$ cat src/rtl/ethernet_mmio_arbiter_pkg.sv
// Shared types for the ethernet MMIO arbiter: FSM states, the latched
// request bundle and the access alignment check.
package ethernet_mmio_arbiter_pkg;

  localparam int mmio_data_width_lp = 32;
  localparam int mmio_addr_width_lp = 14;
  localparam int mmio_size_width_lp = 2;
  localparam int mmio_id_width_lp   = 4;

  typedef enum logic [1:0] {
    e_idle,
    e_issue,
    e_capture,
    e_resp
  } arb_state_e;

  typedef logic [mmio_data_width_lp-1:0] mmio_data_t;
  typedef logic [mmio_addr_width_lp-1:0] mmio_addr_t;
  typedef logic [mmio_size_width_lp-1:0] mmio_size_t;
  typedef logic [mmio_id_width_lp-1:0]   mmio_id_t;

  typedef struct packed {
    logic       we;
    mmio_addr_t addr;
    mmio_size_t size;
    mmio_data_t data;
    mmio_id_t   id;
  } mmio_req_s;

  // Wider than the bus, or address not a multiple of the access size.
  function automatic logic misaligned(
    input mmio_addr_t addr,
    input mmio_size_t size,
    input int         lg_max
  );
    mmio_addr_t mask;
    mask = (mmio_addr_t'(1) << size) - mmio_addr_t'(1);
    return (int'(size) > lg_max) || ((addr & mask) != '0);
  endfunction

endpackage

$ cat src/rtl/ethernet_mmio_arbiter_rr.sv
// Round-robin grant selection; the search starts at the pointer and the
// pointer moves past the winner only when the grant is consumed.
module bsg_arb_round_robin
  import ethernet_mmio_arbiter_pkg::*;
#(
  parameter int num_p = 2,
  localparam int tag_width_lp = (num_p > 1) ? $clog2(num_p) : 1
) (
  input  logic                    clk_i,
  input  logic                    reset_i,
  input  logic [num_p-1:0]        reqs_i,
  output logic [num_p-1:0]        grants_o,
  output logic [tag_width_lp-1:0] tag_o,
  output logic                    v_o,
  input  logic                    yumi_i
);

  logic [tag_width_lp-1:0] ptr_r;

  always_comb begin
    v_o   = 1'b0;
    tag_o = '0;
    for (int k = 0; k < num_p; k++) begin
      if (!v_o && reqs_i[(int'(ptr_r) + k) % num_p]) begin
        v_o   = 1'b1;
        tag_o = tag_width_lp'((int'(ptr_r) + k) % num_p);
      end
    end
  end

  assign grants_o = v_o ? (num_p'(1) << tag_o) : '0;

  always_ff @(posedge clk_i) begin
    if (reset_i) begin
      ptr_r <= '0;
    end else if (yumi_i && v_o) begin
      if (int'(tag_o) == num_p - 1) begin
        ptr_r <= '0;
      end else begin
        ptr_r <= tag_o + tag_width_lp'(1);
      end
    end
  end

endmodule

$ cat src/rtl/ethernet_mmio_arbiter.sv
// Shares the ethernet controller MMIO port among several requesters,
// one transaction at a time, returning each result on a valid/yumi channel.
module ethernet_mmio_arbiter
  import ethernet_mmio_arbiter_pkg::*;
#(
  parameter int data_width_p = 32,
  parameter int addr_width_p = 14,
  parameter int num_req_p    = 2,
  localparam int size_width_lp =
    $clog2(((data_width_p / 8 == 1) ? 1 : $clog2(data_width_p / 8)) + 1)
) (
  input  logic                              clk_i,
  input  logic                              reset_i,
  input  logic [num_req_p-1:0]              req_v_i,
  output logic [num_req_p-1:0]              req_ready_o,
  input  logic [num_req_p-1:0]              req_we_i,
  input  logic [num_req_p*addr_width_p-1:0] req_addr_i,
  input  logic [num_req_p*size_width_lp-1:0] req_size_i,
  input  logic [num_req_p*data_width_p-1:0] req_data_i,
  output logic [num_req_p-1:0]              resp_v_o,
  input  logic [num_req_p-1:0]              resp_yumi_i,
  output logic [data_width_p-1:0]           resp_data_o,
  output logic                              resp_err_o,
  output logic [addr_width_p-1:0]           addr_o,
  output logic                              write_en_o,
  output logic                              read_en_o,
  output logic [size_width_lp-1:0]          op_size_o,
  output logic [data_width_p-1:0]           write_data_o,
  input  logic [data_width_p-1:0]           read_data_i
);

  localparam int lg_bytes_lp  = $clog2(data_width_p / 8);
  localparam int tag_width_lp = $clog2(num_req_p);

  arb_state_e state_r;
  mmio_req_s  req_q;
  mmio_req_s  req_sel;

  logic [num_req_p-1:0]    grants;
  logic [tag_width_lp-1:0] tag;
  logic                    arb_v;
  logic                    accept;
  logic                    bad;

  assign accept = (state_r == e_idle) && arb_v;

  bsg_arb_round_robin #(
    .num_p (num_req_p)
  ) rr (
    .clk_i    (clk_i),
    .reset_i  (reset_i),
    .reqs_i   (req_v_i),
    .grants_o (grants),
    .tag_o    (tag),
    .v_o      (arb_v),
    .yumi_i   (accept)
  );

  always_comb begin
    req_sel      = '0;
    req_sel.we   = req_we_i[tag];
    req_sel.addr = mmio_addr_t'(req_addr_i[tag*addr_width_p +: addr_width_p]);
    req_sel.size = mmio_size_t'(req_size_i[tag*size_width_lp +: size_width_lp]);
    req_sel.data = mmio_data_t'(req_data_i[tag*data_width_p +: data_width_p]);
    req_sel.id   = mmio_id_t'(tag);
  end

  assign bad = misaligned(req_sel.addr, req_sel.size, lg_bytes_lp);

  assign req_ready_o  = (state_r == e_idle) ? grants : '0;
  assign addr_o       = addr_width_p'(req_q.addr);
  assign op_size_o    = size_width_lp'(req_q.size);
  assign write_data_o = data_width_p'(req_q.data);

  always_ff @(posedge clk_i) begin
    if (reset_i) begin
      state_r     <= e_idle;
      req_q       <= '0;
      write_en_o  <= 1'b0;
      read_en_o   <= 1'b0;
      resp_v_o    <= '0;
      resp_data_o <= '0;
      resp_err_o  <= 1'b0;
    end else begin
      write_en_o <= 1'b0;
      read_en_o  <= 1'b0;
      unique case (state_r)
        e_idle: begin
          if (accept) begin
            req_q.we <= req_sel.we;
            req_q.id <= req_sel.id;
            if (bad) begin
              // Rejected without touching the controller pins.
              state_r     <= e_resp;
              resp_v_o    <= grants;
              resp_err_o  <= 1'b1;
              resp_data_o <= '0;
            end else begin
              state_r      <= e_issue;
              req_q.addr   <= req_sel.addr;
              req_q.size   <= req_sel.size;
              req_q.data   <= req_sel.data;
              write_en_o   <= req_sel.we;
              read_en_o    <= !req_sel.we;
            end
          end
        end
        e_issue: begin
          if (req_q.we) begin
            state_r     <= e_resp;
            resp_v_o    <= num_req_p'(1) << req_q.id;
            resp_err_o  <= 1'b0;
            resp_data_o <= '0;
          end else begin
            state_r <= e_capture;
          end
        end
        e_capture: begin
          state_r     <= e_resp;
          resp_v_o    <= num_req_p'(1) << req_q.id;
          resp_err_o  <= 1'b0;
          resp_data_o <= read_data_i;
        end
        e_resp: begin
          if ((resp_v_o & resp_yumi_i) != '0) begin
            state_r  <= e_idle;
            resp_v_o <= '0;
          end
        end
        default: state_r <= e_idle;
      endcase
    end
  end

endmodule

$ cat config.mk
export PLATFORM = sky130hd
export DESIGN_NAME = ethernet_mmio_arbiter
export DESIGN_NICKNAME = d
export VERILOG_FILES = /design/src/rtl/ethernet_mmio_arbiter_pkg.sv /design/src/rtl/ethernet_mmio_arbiter_rr.sv /design/src/rtl/ethernet_mmio_arbiter.sv
export SDC_FILE = /design/constraint.sdc
export NUM_CORES = 1
export LEC_CHECK = 0
export BUFFER_PORTS_ARGS = -buffer_cell sky130_fd_sc_hd__buf_2
export CAP_MARGIN = 20
export CORE_MARGIN = 8
export CORE_UTILIZATION = 48
export CTS_BUF_LIST = sky130_fd_sc_hd__clkbuf_4 sky130_fd_sc_hd__clkbuf_8
export DETAILED_ROUTE_END_ITERATION = 12
export GPL_TIMING_DRIVEN = 0
export HOLD_SLACK_MARGIN = 0.08
export PLACE_DENSITY = 0.85
export SLEW_MARGIN = 10
export SYNTH_ARGS = -nofsm -noshare
export SYNTH_HDL_FRONTEND = slang
export SYNTH_SLANG_ARGS = --single-unit
$ cat constraint.sdc
create_clock -name clk_i -period 3.74 [get_ports clk_i]
set_clock_uncertainty 0.2 [all_clocks]
set_input_delay 0.561 -clock clk_i [delete_from_list [all_inputs] [get_ports clk_i]]
set_output_delay 0.561 -clock clk_i [all_outputs]
set_load 0.1 [all_outputs]
Word level (Yosys, flattened, before mapping)
Index checks and enable logic that the tools add are counted.
Operators by class
  bitwise operators: 6
  divide/modulo/power cells: 0
  magnitude comparators: 4
  reduce and logical (&&, ||, !) cells: 16
  equality and inequality tests: 7
  shift operators: 6
  multipliers: 1
  multiplexer cells: 31
  $add $sub $neg: 3
Operator list (number)
  $mux W32: 3
  $pmux W32 S3: 1
  $shiftx A64 B7 Y32: 1
  $shiftx A28 B6 Y14: 1
  $mux W1: 16
  $mux W2: 8
  $pmux W2 S4: 2
  $and A14 B14 Y14: 1
  $reduce_bool A14 Y1: 1
  $shl A1 B2 Y14 const A: 1
  $sub A14 B1 Y14 const B: 1
  $reduce_and A4 Y1: 2
  $ne A2 B2 Y1 const B: 3
  $eq A2 B2 Y1 const B: 2
  $lt A1 B2 Y1 const B: 2
  $mul A1 B3 Y4 const B: 1
  $reduce_and A2 Y1: 2
  $reduce_or A4 Y1: 1
  $shiftx A4 B3 Y2: 1
  $shl A1 B1 Y2 const A: 2
  $logic_and A1 B1 Y1: 3
  $lt A2 B3 Y1 const B: 1
  $not A1 Y1: 3
  $pmux W1 S3: 1
  12 further kinds: 14
Word-level totals
  register bits after elaboration: 90
  bits in writable memories: 0
  ROM bits: 0
  word-level logic and storage cells: 86
  input bits: 136
  bits in latches: 0
  memories kept: 0
  output and inout port bits: 87

Logic depth before layout (Yosys ltp)
  word-level depth: 16
  gate-level depth with buffers: 14
  mapped depth without buffers: 11

Modules after synthesis
A second synthesis with hierarchy kept.
Unflattened totals
  cells, all modules: 486
  area, all modules: 4436.8 sq um
Modules (own cells, without submodules)
  ethernet_mmio_arbiter: times used 1, cells an instance 477, sequential area each 1781.7 sq um, area each 4357.9 sq um
  bsg_arb_round_robin: times used 1, cells an instance 9, sequential area each 20.0 sq um, area each 78.8 sq um

Worst setup path after synthesis
No wires, ideal clock.
  kind: input to register
  start point: input port req_v_i[1]
  end point: register resp_v_o[0]
  setup time: 0.121 ns
  required time: 3.419 ns
  slack: 0.501 ns
  stages: 10
  buffers on the path: 2
  data arrival time: 2.919 ns
  path through: buf_4 > nand2_1 > clkbuf_1 > a31o_2 > inv_1 > ha_1 > nor4_1 > a211oi_1 > a211oi_1 > mux2_2
Between the ends
  word-level cells in the longest chain between the ends: 14
  elaborated cells between the ends (all ways): 29
  classes of those cells: add/sub (1); mul (1); order compare (1); eq/ne (2); shift (4); mux (13); bitwise (1); reduce/logical (6)
Ends and longest elaborated chain
  start, declared: line ethernet_mmio_arbiter.sv:14  | input logic [num_req_p-1:0] req_v_i,
  parallel branches: the longest is 14 deep, another holds $mul A1 B3 Y4
  end signal, assigned: line ethernet_mmio_arbiter.sv:95  | resp_v_o <= grants;
  end signal, assigned: line ethernet_mmio_arbiter.sv:111  | resp_v_o <= num_req_p'(1) << req_q.id;
  end signal, assigned: line ethernet_mmio_arbiter.sv:120  | resp_v_o <= num_req_p'(1) << req_q.id;
  end, declared: line ethernet_mmio_arbiter.sv:20  | output logic [num_req_p-1:0] resp_v_o,
Several ways; the timed one is not identified. The select of a mux whose other input is x is not followed.
A chain may end at the register's enable or synchronous reset.

Worst setup path in the final report
  start point: register rr.ptr_r
  end point: register resp_data_o[2]
Between the ends
  word-level cells in the longest chain between the ends: 14
  elaborated cells between the ends (all ways): 25
  classes of those cells: add/sub (2); mul (1); order compare (1); eq/ne (2); shift (3); mux (9); bitwise (1); reduce/logical (6)
Ends and longest elaborated chain
  start, declared: line ethernet_mmio_arbiter_rr.sv:18  | logic [tag_width_lp-1:0] ptr_r;
  start signal, assigned: line ethernet_mmio_arbiter_rr.sv:40  | ptr_r <= tag_o + tag_width_lp'(1);
  parallel branches: the longest is 13 deep, another holds $mul A1 B3 Y4
  $reduce_and A4 Y1 (no line) (*)
  end signal, assigned: line ethernet_mmio_arbiter.sv:122  | resp_data_o <= read_data_i;
  end, declared: line ethernet_mmio_arbiter.sv:22  | output logic [data_width_p-1:0] resp_data_o,
Every way passes the cells marked *. The select of a mux whose other input is x is not followed.

==> flow_metrics.py <==
metrics = {
    "timing": {
        "fin_crit_sh_pct": 93.2,
        "rsz0062_at_grt": "false",
        "period_needed_ns": 3.49,
        "slew-limit-headroom_pct": 45.6,
        "tightest_slew_ns": 0.808,
        "slew_viol_final": 0,
        "hold_viol": 0,
        "setup_viol": 0,
        "fmax_ghz": 0.287,
    },
    "yosys": {
        "synth_area_leaders": "dfxtp_1 40%, nand2_1 11%, a311oi_1 9.6%",
        "netlist-cell-type-count": 35,
        "async_flop_share_pct": 0,
        "synth_most_common_cell": "nand2_1",
        "mappedNetlistNets": 681,
        "synth_top_area_cell": "dfxtp_1",
        "ys_seq_area_share_pct": 40.4,
        "synthTopCellsByCount": "133 x nand2_1, 90 x dfxtp_1, 55 x nor2_1, 50 x buf_4, 49 x a311oi_1",
        "synth_edf_count": 0,
        "syn_inst": 538,
        "synth-seq-cells": 90,
        "synth_top_area_share_pct": 40.4,
        "syn_area_per_cell_um2": 8.29,
        "synth_ff_type": "dfxtp_1",
        "yosys_warnings": 0,
        "syn_area_mm2": 0.00446,
    },
    "critical_path": {
        "cp-end-kind": "flip-flop",
        "reg2reg_setup_slack_ns": 0.25,
        "critPathRequiredTime_ns": 3.82,
        "r2r_start": "rr.ptr_r",
        "reg2regPathDepth": 11,
        "startpoint_type": "flip-flop",
        "crit_arrival_ns": 3.56,
        "r2r-end": "resp_data_o[2]",
        "crit_type": "reg -> reg",
        "crit_fanout": 14,
    },
    "floorplanning": {
        "fp.dieW_um": 112,
        "rows": 35,
        "die_h_um": 112,
        "die_area_mm2": 0.0126,
        "start_util_pct": 49.0,
        "ios": 223,
        "core_area_mm2": 0.00911,
    },
    "layout": {
        "layout-drive-gt1-share_pct": 39.2,
        "area_growth_pct": 33.1,
        "finalInstanceArea_mm2": 0.00593,
        "num_antenna_cells": 0,
        "fin_nets": 913,
    },
    "drt": {
        "routed_wl_mm": 14.5,
        "drcViolationCount": 0,
        "vias": 4555,
        "first_pass_iters": 5,
        "ant_nets": 0,
        "wire_per_inst_um": 16.4,
        "first_iter_violations": 246,
        "via_per_inst": 5.14,
    },
    "run": {
        "cap_violations": 0,
    },
    "power": {
        "power.leakage_nw": 2.93,
        "total_power_w": 0.00472,
        "ir_worst_vdd_mv": 0.370,
        "power_density_mw_per_mm2": 795,
    },
    "cts": {
        "cts_buffers": 9,
        "hold_buffers": 0,
        "ctsRootBufferMaster": "clkbuf_8",
        "clk_latency_ns": 0.35,
        "clock_path_buffers": 2,
        "numClockSinks": 90,
        "h-tree-depth": 3,
        "cts_tree": "yes",
        "clkSlewWorstSetupHoldPaths_ns": 0.09,
    },
    "worst_hold_path": {
        "holdPathStages": 3,
        "hold_path.startpoint": "read_data_i[20]",
        "hp-class": "in -> reg",
        "min_to": "resp_data_o[20]",
    },
    "global_routing": {
        "gr-total-overflow": 0,
        "track_usage_pct": 22.7,
        "grt_pass1_wl_mm": 23.5,
        "antenna_found_initial": 0,
        "grt_pass1_vias": 4830,
        "grt_max_degree": 15,
    },
    "placement": {
        "dpl.hpwl_mm": 11.7,
        "numPortBuffers": 221,
        "globalplace.congestion": 0.850,
        "place_area_mm2": 0.00570,
    },
    "status": {
        "outcome": "complete, no violations",
    },
}
layer usage:
metal	global-route usage, %	vias up	part of all wire (%)
met3	6.66	32	7.0
met2	40.1	182	50
met4	8.99	0	2.8
met5	0	-	0
li1	-	2233	-
met1	25.0	2108	40
worst max-delay path, cell delays in order, from the launching register on:
cell,delay [ns]
dfxtp_1,0.40
nand2b_1,0.21
nand2_1,0.34
a31o_2,0.38
ha_1,0.19
o21ai_0,0.08
o2111ai_1,0.24
a211oi_1,0.52
a21o_1,0.20
buf_2,0.19
buf_4,0.24
mux2i_1,0.23
what timing repair did:
item,4_1_cts,5_1_grt
buffers inserted,0,1
endpoints found under the setup margin,4,65
pin swaps,0,1
gates resized for setup,0,1
stage by stage:
step	util (%)	instances	hold WS, ns	setup WS (ns)	TNS (ns)
global route	65.1	886	0.222	0.00591	0
detailed placement	62.6	870	0.263	-0.257	-11.89
global placement	62.6	870	0.257	-0.0855	-1.73
CTS	65.0	885	0.228	0.136	0
floorplan	-	538	0.277	0.501	0
finish	65.1	886	0.242	0.254	0
worst max-delay path by stage:
stage | from | to | slack, ns | cells after the start
finish | rr.ptr_r | resp_data_o[2] | 0.25 | 11
global route | rr.ptr_r | write_data_o[26] | 0.006 | 10
global placement | req_v_i[0] | addr_o[10] | -0.09 | 13
floorplan | req_v_i[1] | resp_v_o[0] | 0.50 | 10
detailed placement | req_v_i[0] | addr_o[11] | -0.26 | 13
CTS | rr.ptr_r | addr_o[11] | 0.14 | 12
placed cells by master (no fill, tap or decap), drive strengths merged:
cell type    n
a211oi       3
mux2         3
clkinvlp     1
nor2b        6
and3         2
clkbuf      38
a2111oi      2
a22o         1
and3b        1
inv          5
o21ai        4
o21bai       1
nand2b      34
o221ai       1
nor3         2
nor4         1
nor2        55
a21oi        7
clkinv       1
a31o         1
mux2i       33
dfxtp       90
a211o        2
o2111ai      1
a22oi        1
nand3b       1
buf        282
and2b        1
bufinv       2
nand2      133
ha           7
a31oi        1
a311oi      49
nor3b        2
a21o         1
cell families after synthesis:
| family | Yosys count | share of synthesized area, % |
|---|---|---|
| and+or+nand+nor | 238 | 23.0 |
| adders and majority gates | 7 | 1.96 |
| buffers and inverters | 92 | 12.5 |
| DFF | 90 | 40.4 |
| AOI/OAI and AO/OA | 75 | 14.0 |
| muxes | 36 | 8.17 |
registers in the layout, summed over array words and instances, names as in the netlist:
register,count
req_q,2
state_r,2
resp_v_o,2
write_data_o,32
rr.ptr_r,1
write_en_o,1
resp_data_o,32
addr_o,14
read_en_o,1
resp_err_o,1
op_size_o,2
layout make-up:
| class | instances | area, µm² |
|---|---|---|
| fillers | 767 | 3180 |
| clock inverters | 4 | 76.3 |
| clock buffers | 12 | 146 |
| well taps | 111 | 139 |
| flip-flops and latches | 90 | 1800 |
| repair buffers | 222 | 1110 |
| plain buffers | 86 | 536 |
| inverters | 5 | 18.8 |
| multi-input cells | 356 | 2100 |
where the power goes:
part,internal (W),switching (W)
registers,0.00115,0.000112
logic,0.000703,0.00201
clock network,0.000401,0.000336
total,0.00226,0.00246
(Power assumes the default switching activity.)
